<file path="config.mk">
export PLATFORM = sky130hd
export DESIGN_NAME = snn_timestep_sequencer_flat
export DESIGN_NICKNAME = d
export VERILOG_FILES = /design/src/rtl/snn_pkg.sv /design/src/rtl/snn_timestep_sequencer_if.sv /design/src/rtl/snn_class_counter.sv /design/src/rtl/snn_timestep_sequencer.sv /design/src/flat_wrapper.sv
export SDC_FILE = /design/constraint.sdc
export NUM_CORES = 1
export LEC_CHECK = 0
export ABC_AREA = 1
export CAP_MARGIN = 20
export CELL_PAD_IN_SITES_DETAIL_PLACEMENT = 1
export CELL_PAD_IN_SITES_GLOBAL_PLACEMENT = 1
export CORE_UTILIZATION = 35
export DETAILED_ROUTE_END_ITERATION = 7
export GPL_ROUTABILITY_DRIVEN = 0
export PLACE_DENSITY = 0.84
export SKIP_LAST_GASP = 1
export SLEW_MARGIN = 20
export SYNTH_ARGS = -nofsm -noshare
export SYNTH_HDL_FRONTEND = slang
export SYNTH_SLANG_ARGS = --single-unit
</file>
<file path="constraint.sdc">
create_clock -name clk -period 2.2 [get_ports clk]
set_input_delay 0.55 -clock clk [delete_from_list [all_inputs] [get_ports clk]]
set_output_delay 0.55 -clock clk [all_outputs]
set_load 0.02 [all_outputs]
</file>
<file path="src/rtl/snn_pkg.sv">
// Shared definitions for the SNN timestep sequencer.
//   - seq_state_t : sequencer FSM states
//   - cls_w()     : index width for N classes / layers (never below 1)
//   - sat_add_w() : width of an unsaturated counter increment (carry bit
//                   flags saturation)
//   - DEF_*       : default parameter values
package snn_pkg;

    localparam int DEF_N_IN        = 30;
    localparam int DEF_N_OUT       = 5;
    localparam int DEF_N_LAYERS    = 3;
    localparam int DEF_STEP_W      = 8;
    localparam int DEF_CNT_W       = 8;
    localparam int DEF_TIMEOUT_CYC = 1024;

    typedef enum logic [2:0] {
        ST_IDLE,
        ST_WAIT_IN,
        ST_LAYER,
        ST_ARGMAX,
        ST_RESULT
    } seq_state_t;

    function automatic int cls_w(input int n);
        return (n > 1) ? $clog2(n) : 1;
    endfunction

    function automatic int sat_add_w(input int cnt_w);
        return cnt_w + 1;
    endfunction

endpackage

</file>
<file path="src/rtl/snn_timestep_sequencer_if.sv">
// Bundle of all non-clock signals of the timestep sequencer.
//   master : run control, input frame source, layer engines (drive inputs)
//   slave  : the sequencer itself
// Signals: run_start, abort, n_steps, in_valid/in_ready/in_bits, frame_bits,
//          layer_start/layer_done, out_spikes, busy, done, class_id,
//          class_count, err.
interface snn_timestep_sequencer_if
    import snn_pkg::*;
#(
    parameter int N_IN     = DEF_N_IN,
    parameter int N_OUT    = DEF_N_OUT,
    parameter int N_LAYERS = DEF_N_LAYERS,
    parameter int STEP_W   = DEF_STEP_W,
    parameter int CNT_W    = DEF_CNT_W
);
    logic                      run_start;
    logic                      abort;
    logic [STEP_W-1:0]         n_steps;
    logic                      in_valid;
    logic                      in_ready;
    logic [N_IN-1:0]           in_bits;
    logic [N_IN-1:0]           frame_bits;
    logic [N_LAYERS-1:0]       layer_start;
    logic [N_LAYERS-1:0]       layer_done;
    logic [N_OUT-1:0]          out_spikes;
    logic                      busy;
    logic                      done;
    logic [cls_w(N_OUT)-1:0]   class_id;
    logic [CNT_W-1:0]          class_count;
    logic                      err;

    modport master (
        output run_start, abort, n_steps, in_valid, in_bits, layer_done, out_spikes,
        input  in_ready, frame_bits, layer_start, busy, done, class_id, class_count, err
    );

    modport slave (
        input  run_start, abort, n_steps, in_valid, in_bits, layer_done, out_spikes,
        output in_ready, frame_bits, layer_start, busy, done, class_id, class_count, err
    );
endinterface

</file>
<file path="src/rtl/snn_class_counter.sv">
// N_OUT saturating per-class spike counters plus a sequential argmax scanner.
//   clr       : clear counters, scan index and best-so-far
//   add_en    : add spikes[i] to counter i (saturating at 2^CNT_W-1)
//   scan_en   : examine one class per cycle, lowest index first
//   scan_last : the class being examined this cycle is the last one
//   best_idx/best_cnt : current argmax (ties keep the lower index)
module snn_class_counter
    import snn_pkg::*;
#(
    parameter int N_OUT = DEF_N_OUT,
    parameter int CNT_W = DEF_CNT_W
) (
    input  logic                    clk,
    input  logic                    rst,
    input  logic                    clr,
    input  logic                    add_en,
    input  logic [N_OUT-1:0]        spikes,
    input  logic                    scan_en,
    output logic                    scan_last,
    output logic [cls_w(N_OUT)-1:0] best_idx,
    output logic [CNT_W-1:0]        best_cnt
);
    localparam int CLS_W = cls_w(N_OUT);
    localparam int SUM_W = sat_add_w(CNT_W);

    logic [N_OUT*CNT_W-1:0] cnt_flat;

    generate
        for (genvar gi = 0; gi < N_OUT; gi++) begin : g_cnt
            logic [CNT_W-1:0] cnt_reg;
            logic [SUM_W-1:0] sum;

            // Carry out of the widened sum means the counter is already at max.
            assign sum = SUM_W'(cnt_reg) + SUM_W'(spikes[gi]);

            always_ff @(posedge clk) begin
                if (rst || clr)
                    cnt_reg <= '0;
                else if (add_en)
                    cnt_reg <= sum[CNT_W] ? {CNT_W{1'b1}} : sum[CNT_W-1:0];
            end

            assign cnt_flat[gi*CNT_W +: CNT_W] = cnt_reg;
        end
    endgenerate

    logic [CLS_W-1:0] scan_idx_reg;
    logic [CLS_W-1:0] best_idx_reg;
    logic [CNT_W-1:0] best_cnt_reg;
    logic [CNT_W-1:0] cur_cnt;

    assign cur_cnt   = cnt_flat[scan_idx_reg*CNT_W +: CNT_W];
    assign scan_last = (scan_idx_reg == CLS_W'(N_OUT-1));

    // Best starts at (0, 0); strict '>' keeps the first class among equals.
    always_ff @(posedge clk) begin
        if (rst || clr) begin
            scan_idx_reg <= '0;
            best_idx_reg <= '0;
            best_cnt_reg <= '0;
        end else if (scan_en) begin
            if (cur_cnt > best_cnt_reg) begin
                best_cnt_reg <= cur_cnt;
                best_idx_reg <= scan_idx_reg;
            end
            scan_idx_reg <= scan_idx_reg + 1'b1;
        end
    end

    assign best_idx = best_idx_reg;
    assign best_cnt = best_cnt_reg;
endmodule

</file>
<file path="src/rtl/snn_timestep_sequencer.sv">
// Multi-timestep sequencer for a chain of N_LAYERS LIF layer engines.
// Accepts one input frame per timestep, starts each layer in turn, counts
// last-layer spikes per class over n_steps timesteps, then reports argmax.
// Ports: clk, rst (synchronous, active high), bus (slave modport of
//        snn_timestep_sequencer_if carrying all control/data signals).
// Option: define SNN_SEQ_TIMEOUT_EN to add a per-layer watchdog that ends a
//         run with err=1 after TIMEOUT_CYC cycles without the expected done.
module snn_timestep_sequencer
    import snn_pkg::*;
#(
    parameter int N_IN        = DEF_N_IN,
    parameter int N_OUT       = DEF_N_OUT,
    parameter int N_LAYERS    = DEF_N_LAYERS,
    parameter int STEP_W      = DEF_STEP_W,
    parameter int CNT_W       = DEF_CNT_W,
    parameter int TIMEOUT_CYC = DEF_TIMEOUT_CYC
) (
    input logic                     clk,
    input logic                     rst,
    snn_timestep_sequencer_if.slave bus
);
    localparam int CLS_W = cls_w(N_OUT);
    localparam int KW    = cls_w(N_LAYERS);

    seq_state_t        state_reg, state_next;
    logic [KW-1:0]     k_reg, k_next;
    logic [STEP_W-1:0] step_reg, step_next;
    logic [STEP_W-1:0] last_step_reg, last_step_next;
    logic              first_reg, first_next;
    logic [N_IN-1:0]   frame_reg, frame_next;
    logic [CLS_W-1:0]  class_id_reg, class_id_next;
    logic [CNT_W-1:0]  class_count_reg, class_count_next;
    logic              done_reg, done_next;

    logic              clr, add_en, scan_en, scan_last;
    logic              hit, last_layer, last_step;
    logic [CLS_W-1:0]  best_idx;
    logic [CNT_W-1:0]  best_cnt;

`ifdef SNN_SEQ_TIMEOUT_EN
    localparam int WD_W = $clog2(TIMEOUT_CYC + 1);
    logic [WD_W-1:0] wd_reg, wd_next;
    logic            err_reg, err_next;
`else
    logic            unused_timeout;
    assign unused_timeout = (TIMEOUT_CYC > 0);
`endif

    // Only the current layer's done is honoured; all other pulses are ignored.
    assign hit        = bus.layer_done[k_reg];
    assign last_layer = (k_reg == KW'(N_LAYERS-1));
    assign last_step  = (step_reg == last_step_reg);

    snn_class_counter #(
        .N_OUT (N_OUT),
        .CNT_W (CNT_W)
    ) u_class_counter (
        .clk       (clk),
        .rst       (rst),
        .clr       (clr),
        .add_en    (add_en),
        .spikes    (bus.out_spikes),
        .scan_en   (scan_en),
        .scan_last (scan_last),
        .best_idx  (best_idx),
        .best_cnt  (best_cnt)
    );

    always_ff @(posedge clk) begin
        if (rst) begin
            state_reg       <= ST_IDLE;
            k_reg           <= '0;
            step_reg        <= '0;
            last_step_reg   <= '0;
            first_reg       <= 1'b0;
            frame_reg       <= '0;
            class_id_reg    <= '0;
            class_count_reg <= '0;
            done_reg        <= 1'b0;
`ifdef SNN_SEQ_TIMEOUT_EN
            wd_reg          <= '0;
            err_reg         <= 1'b0;
`endif
        end else begin
            state_reg       <= state_next;
            k_reg           <= k_next;
            step_reg        <= step_next;
            last_step_reg   <= last_step_next;
            first_reg       <= first_next;
            frame_reg       <= frame_next;
            class_id_reg    <= class_id_next;
            class_count_reg <= class_count_next;
            done_reg        <= done_next;
`ifdef SNN_SEQ_TIMEOUT_EN
            wd_reg          <= wd_next;
            err_reg         <= err_next;
`endif
        end
    end

    always_comb begin
        state_next       = state_reg;
        k_next           = k_reg;
        step_next        = step_reg;
        last_step_next   = last_step_reg;
        first_next       = 1'b0;
        frame_next       = frame_reg;
        class_id_next    = class_id_reg;
        class_count_next = class_count_reg;
        done_next        = 1'b0;
        clr              = 1'b0;
        add_en           = 1'b0;
        scan_en          = 1'b0;
`ifdef SNN_SEQ_TIMEOUT_EN
        wd_next          = '0;
        err_next         = err_reg;
`endif
        case (state_reg)
            ST_IDLE: begin
                if (bus.run_start) begin
                    clr              = 1'b1;
                    k_next           = '0;
                    step_next        = '0;
                    // n_steps = 0 runs a single timestep, same as n_steps = 1.
                    last_step_next   = (bus.n_steps == '0) ? '0 : bus.n_steps - 1'b1;
                    class_id_next    = '0;
                    class_count_next = '0;
`ifdef SNN_SEQ_TIMEOUT_EN
                    err_next         = 1'b0;
`endif
                    state_next       = ST_WAIT_IN;
                end
            end
            ST_WAIT_IN: begin
                if (bus.in_valid) begin
                    frame_next = bus.in_bits;
                    k_next     = '0;
                    first_next = 1'b1;
                    state_next = ST_LAYER;
                end
            end
            ST_LAYER: begin
                if (hit) begin
                    if (!last_layer) begin
                        k_next     = k_reg + 1'b1;
                        first_next = 1'b1;
                    end else begin
                        add_en = 1'b1;
                        if (last_step) begin
                            state_next = ST_ARGMAX;
                        end else begin
                            step_next  = step_reg + 1'b1;
                            state_next = ST_WAIT_IN;
                        end
                    end
                end
`ifdef SNN_SEQ_TIMEOUT_EN
                else if (wd_reg == WD_W'(TIMEOUT_CYC-1)) begin
                    err_next         = 1'b1;
                    done_next        = 1'b1;
                    class_id_next    = '0;
                    class_count_next = '0;
                    state_next       = ST_IDLE;
                end else begin
                    wd_next = wd_reg + 1'b1;
                end
`endif
            end
            ST_ARGMAX: begin
                scan_en = 1'b1;
                if (scan_last)
                    state_next = ST_RESULT;
            end
            ST_RESULT: begin
                class_id_next    = best_idx;
                class_count_next = best_cnt;
                done_next        = 1'b1;
                state_next       = ST_IDLE;
            end
            default: state_next = ST_IDLE;
        endcase

        // Abort overrides everything else on the same edge, with no done pulse
        // and no update of the reported results.
        if (bus.abort && (state_reg != ST_IDLE)) begin
            state_next       = ST_IDLE;
            first_next       = 1'b0;
            done_next        = 1'b0;
            add_en           = 1'b0;
            scan_en          = 1'b0;
            class_id_next    = class_id_reg;
            class_count_next = class_count_reg;
`ifdef SNN_SEQ_TIMEOUT_EN
            err_next         = err_reg;
`endif
        end
    end

    assign bus.in_ready    = (state_reg == ST_WAIT_IN);
    assign bus.busy        = (state_reg != ST_IDLE);
    assign bus.frame_bits  = frame_reg;
    assign bus.layer_start = (state_reg == ST_LAYER && first_reg) ? (N_LAYERS'(1) << k_reg) : '0;
    assign bus.done        = done_reg;
    assign bus.class_id    = class_id_reg;
    assign bus.class_count = class_count_reg;
`ifdef SNN_SEQ_TIMEOUT_EN
    assign bus.err         = err_reg;
`else
    assign bus.err         = 1'b0;
`endif
endmodule

</file>
<file path="src/flat_wrapper.sv">
// flat-port wrapper written by rule: the top's interface ports become plain ports
module snn_timestep_sequencer_flat import snn_pkg::*;
#(
    parameter int N_IN        = DEF_N_IN,
    parameter int N_OUT       = DEF_N_OUT,
    parameter int N_LAYERS    = DEF_N_LAYERS,
    parameter int STEP_W      = DEF_STEP_W,
    parameter int CNT_W       = DEF_CNT_W,
    parameter int TIMEOUT_CYC = DEF_TIMEOUT_CYC
)
  (clk, rst, bus_run_start, bus_abort, bus_n_steps, bus_in_valid, bus_in_bits, bus_layer_done, bus_out_spikes, bus_in_ready, bus_frame_bits, bus_layer_start, bus_busy, bus_done, bus_class_id, bus_class_count, bus_err);
  snn_timestep_sequencer_if #(.N_IN(N_IN), .N_OUT(N_OUT), .N_LAYERS(N_LAYERS), .STEP_W(STEP_W), .CNT_W(CNT_W)) bus_i ();
  input logic clk;
  input logic rst;
  input wire logic [$bits(bus_i.run_start)-1:0] bus_run_start;
  input wire logic [$bits(bus_i.abort)-1:0] bus_abort;
  input wire logic [$bits(bus_i.n_steps)-1:0] bus_n_steps;
  input wire logic [$bits(bus_i.in_valid)-1:0] bus_in_valid;
  input wire logic [$bits(bus_i.in_bits)-1:0] bus_in_bits;
  input wire logic [$bits(bus_i.layer_done)-1:0] bus_layer_done;
  input wire logic [$bits(bus_i.out_spikes)-1:0] bus_out_spikes;
  output wire logic [$bits(bus_i.in_ready)-1:0] bus_in_ready;
  output wire logic [$bits(bus_i.frame_bits)-1:0] bus_frame_bits;
  output wire logic [$bits(bus_i.layer_start)-1:0] bus_layer_start;
  output wire logic [$bits(bus_i.busy)-1:0] bus_busy;
  output wire logic [$bits(bus_i.done)-1:0] bus_done;
  output wire logic [$bits(bus_i.class_id)-1:0] bus_class_id;
  output wire logic [$bits(bus_i.class_count)-1:0] bus_class_count;
  output wire logic [$bits(bus_i.err)-1:0] bus_err;
  assign bus_i.run_start = bus_run_start;
  assign bus_i.abort = bus_abort;
  assign bus_i.n_steps = bus_n_steps;
  assign bus_i.in_valid = bus_in_valid;
  assign bus_i.in_bits = bus_in_bits;
  assign bus_i.layer_done = bus_layer_done;
  assign bus_i.out_spikes = bus_out_spikes;
  assign bus_in_ready = bus_i.in_ready;
  assign bus_frame_bits = bus_i.frame_bits;
  assign bus_layer_start = bus_i.layer_start;
  assign bus_busy = bus_i.busy;
  assign bus_done = bus_i.done;
  assign bus_class_id = bus_i.class_id;
  assign bus_class_count = bus_i.class_count;
  assign bus_err = bus_i.err;
  snn_timestep_sequencer #(.N_IN(N_IN), .N_OUT(N_OUT), .N_LAYERS(N_LAYERS), .STEP_W(STEP_W), .CNT_W(CNT_W), .TIMEOUT_CYC(TIMEOUT_CYC)) u_core (.clk(clk), .rst(rst), .bus(bus_i));
endmodule
</file>
==> out/summary.txt <==
status -> finished with violations
failing checks -> negative setup slack
IO Pins -> 99
asr flop ratio synth -> 0
post-synth top area cell -> dfxtp_1
library cells used by synthesis -> 33
Die X -> 136 um
Cell Area, Synth -> 0.00632 sq mm
CTS Hold Bufs -> 0
met2 usage -> 0.500
P per Cell Area -> 873 mW/mm^2
min Tclk post-route -> 2580 ps
largest net degree at the start of global routing -> 48
Primary FF master, synth -> dfxtp_1
initial antenna violation count -> 0
Clock Path Buffers -> 2
die area -> 0.0186 sq mm
Arr. time, crit path -> 2950 ps
Final #Nets -> 1191
Hold WC Path Type -> reg2reg
most frequent cell after synthesis -> nand2_1
Clock transition at path regs -> 70 ps
# fillers -> 2199
placed cells -> 1303
WL/cell -> 19.3 um
Global Route met1 Usage -> 0.308
cells after synthesis -> 944
clk_lat worst skew -> 440 ps
Post-DRT Antenna Nets -> 0
Ys Warns -> 0
final std cells w/o fill -> 1353
Post-synth EDFFs -> 0
count of final max-slew check failures -> 0
Overall Power -> 7.95 mW
leading cell types by count after synthesis -> nand2_1 (217), nor2_1 (146), dfxtp_1 (118)
M3 GR Usage -> 0.0518
DRT Pass-1 Iters -> 5
Setup CP Type -> reg2reg
Final Cycle Share -> 1.17
Final setup viols -> 11
count of input and output buffers -> 97
flop and latch count out of synthesis -> 118
Max Cap Violations -> 0
leakage power -> 3.91 nW
initial DRC count -> 450
area of the multi-input gates -> 0.00361 sq mm
global-route wire length before repair -> 40.4 mm
core area -> 0.0175 sq mm
CTS Root Cell -> clkbuf_16
grt ovf -> 0
nature of the critical path startpoint -> register
Worst Path Required -> 2570 ps
total CTS buffers -> 17
GRT Overall Usage -> 0.285
Area Growth Syn to Fin -> 44.0%
Fmax -> 387 MHz
final WL -> 26.1 mm
unrepaired setup endpoints after global routing -> true
Syn Nets -> 1020
row count -> 48
GR peak layer -> met2
HPWL after DPL -> 15.0 mm
Die Ht -> 136 um
clk_skew -> 15.4 ps
H-tree depth -> 4
Area contributors post-synth -> dfxtp_1 (37%), nand2_1 (13%), nor2_1 (8.7%), o21ai_0 (5.8%), a21oi_1 (5.4%)
CTS sink count -> 118
register area share after synthesis -> 0.374
DR vias/cell -> 5.42
Register Area -> 0.00237 sq mm
Yosys top cell area share -> 0.374
IR drop worst, VDD -> 584 uV
TritonCTS clock tree -> done
final setup margin -> -382 ps
share of cells above drive strength 1 -> 0.180
CP endpoint kind -> register
vias in the first global route -> 7751
Largest register FFs -> 40
Via Count -> 7327
Post-route DRC -> 0
worst-path fanout max -> 7
synthesized area per cell -> 6.70 sq um
Initial Util -> 0.362
final hold viol count -> 0
# diodes -> 0
## critical path, cell delays in order (launching register included)
cell and delay (ps):
dfxtp_4 390, buf_12 140, buf_16 130, o21ai_4 120, nand2_1 90, nand2_1 90
o21ai_2 80, ha_1 340, nand2_2 120, nor2_4 180, nand2_2 100, o21ai_2 150
inv_2 120, buf_6 160, nand3b_1 120, nand2_1 90, nor2_2 90
## path summary, 6_finish.rpt
path,startpoint,to,slack [ps],cells past startpoint
hold reg to reg,u_core.u_class_counter.g_cnt[4].cnt_reg[5],u_core.u_class_counter.g_cnt[4].cnt_reg[5],460,2
setup / recovery,u_core.u_class_counter.scan_idx_reg[0],u_core.u_class_counter.best_cnt[3],-380,16
hold / removal,u_core.u_class_counter.g_cnt[4].cnt_reg[5],u_core.u_class_counter.g_cnt[4].cnt_reg[5],460,2
setup reg to reg,u_core.u_class_counter.scan_idx_reg[0],u_core.u_class_counter.best_cnt[3],-380,16
## per-layer routing
metal	wire length, um	part of all wire
met1	10200	0.39
met2	13100	0.50
met3	1200	0.046
met4	1590	0.061
met5	0	0
## report_power, final
| part | switching, mW | total [mW] | leakage (nW) | internal [mW] |
|---|---|---|---|---|
| logic | 1.41 | 2.27 | 2.65 | 0.866 |
| registers | 0.196 | 2.60 | 0.960 | 2.40 |
| clock network | 1.09 | 3.07 | 0.300 | 1.98 |
| total | 2.69 | 7.95 | 3.91 | 5.25 |
## area by class of cell
class / count / area share
Clock inverter: 8 / 0.0159
Clock buffer: 24 / 0.0529
Inverter: 94 / 0.0397
Timing Repair Buffer: 192 / 0.204
Sequential cell: 118 / 0.260
Multi-Input combinational cell: 692 / 0.396
Tap cell: 225 / 0.0309
## through the flow
stage	setup slack [ps]	util	TNS (ps)	area (sq um)	hold WS, ps
3_5_place_dp	-342	0.460	-6890	8030	457
6_report	-382	0.521	-3470	9100	464
4_1_cts	-98.3	0.518	-390	9050	466
2_1_floorplan	2.85	-	0	6350	444
5_1_grt	-451	0.521	-4190	9100	505
3_3_place_gp	-145	0.460	-2120	8030	452
## placed cells by master, fill, tap and decap left out, types with 5 or more instances in the layout
| master | synthesis | final |
|---|---|---|
| nand2_1 | 217 | 211 |
| nor2_1 | 146 | 139 |
| dfxtp_1 | 118 | 114 |
| clkdlybuf4s50_1 | 0 | 92 |
| inv_1 | 85 | 80 |
| buf_4 | 4 | 77 |
| o21ai_0 | 73 | 67 |
| a21oi_1 | 68 | 58 |
| nand3_1 | 64 | 57 |
| ha_1 | 25 | 23 |
| nor3_1 | 19 | 18 |
| clkbuf_16 | 0 | 17 |
| xnor2_1 | 13 | 13 |
| inv_2 | 9 | 12 |
| a21oi_2 | 0 | 10 |
| nor2_2 | 4 | 10 |
| nand3_2 | 4 | 10 |
| buf_12 | 0 | 10 |
| nand3b_1 | 9 | 9 |
| xor2_1 | 9 | 9 |
| nand2_2 | 4 | 9 |
| nand4_1 | 7 | 7 |
| or2_2 | 6 | 6 |
| buf_6 | 3 | 5 |
## logic make-up after synthesis
logic type               Yosys count  share of synthesized area
flip-flops                       118                      0.374
other                              1                   0.000593
adder cells (fa/ha/maj)           25                     0.0495
buffers and inverters            134                     0.0883
AND/OR/NAND/NOR                  489                      0.330
XOR/XNOR                          22                     0.0305
AO/OA/AOI/OAI                    155                      0.127
## repair_timing
item / CTS / global route
endpoints found under the hold margin: 0 / 0
gates cloned: 2 / 0
buffers inserted: 14 / 2
pin swaps: 27 / 11
resized for setup: 66 / 21
setup endpoints to repair: 16 / 22
(Power assumes the default switching activity.)
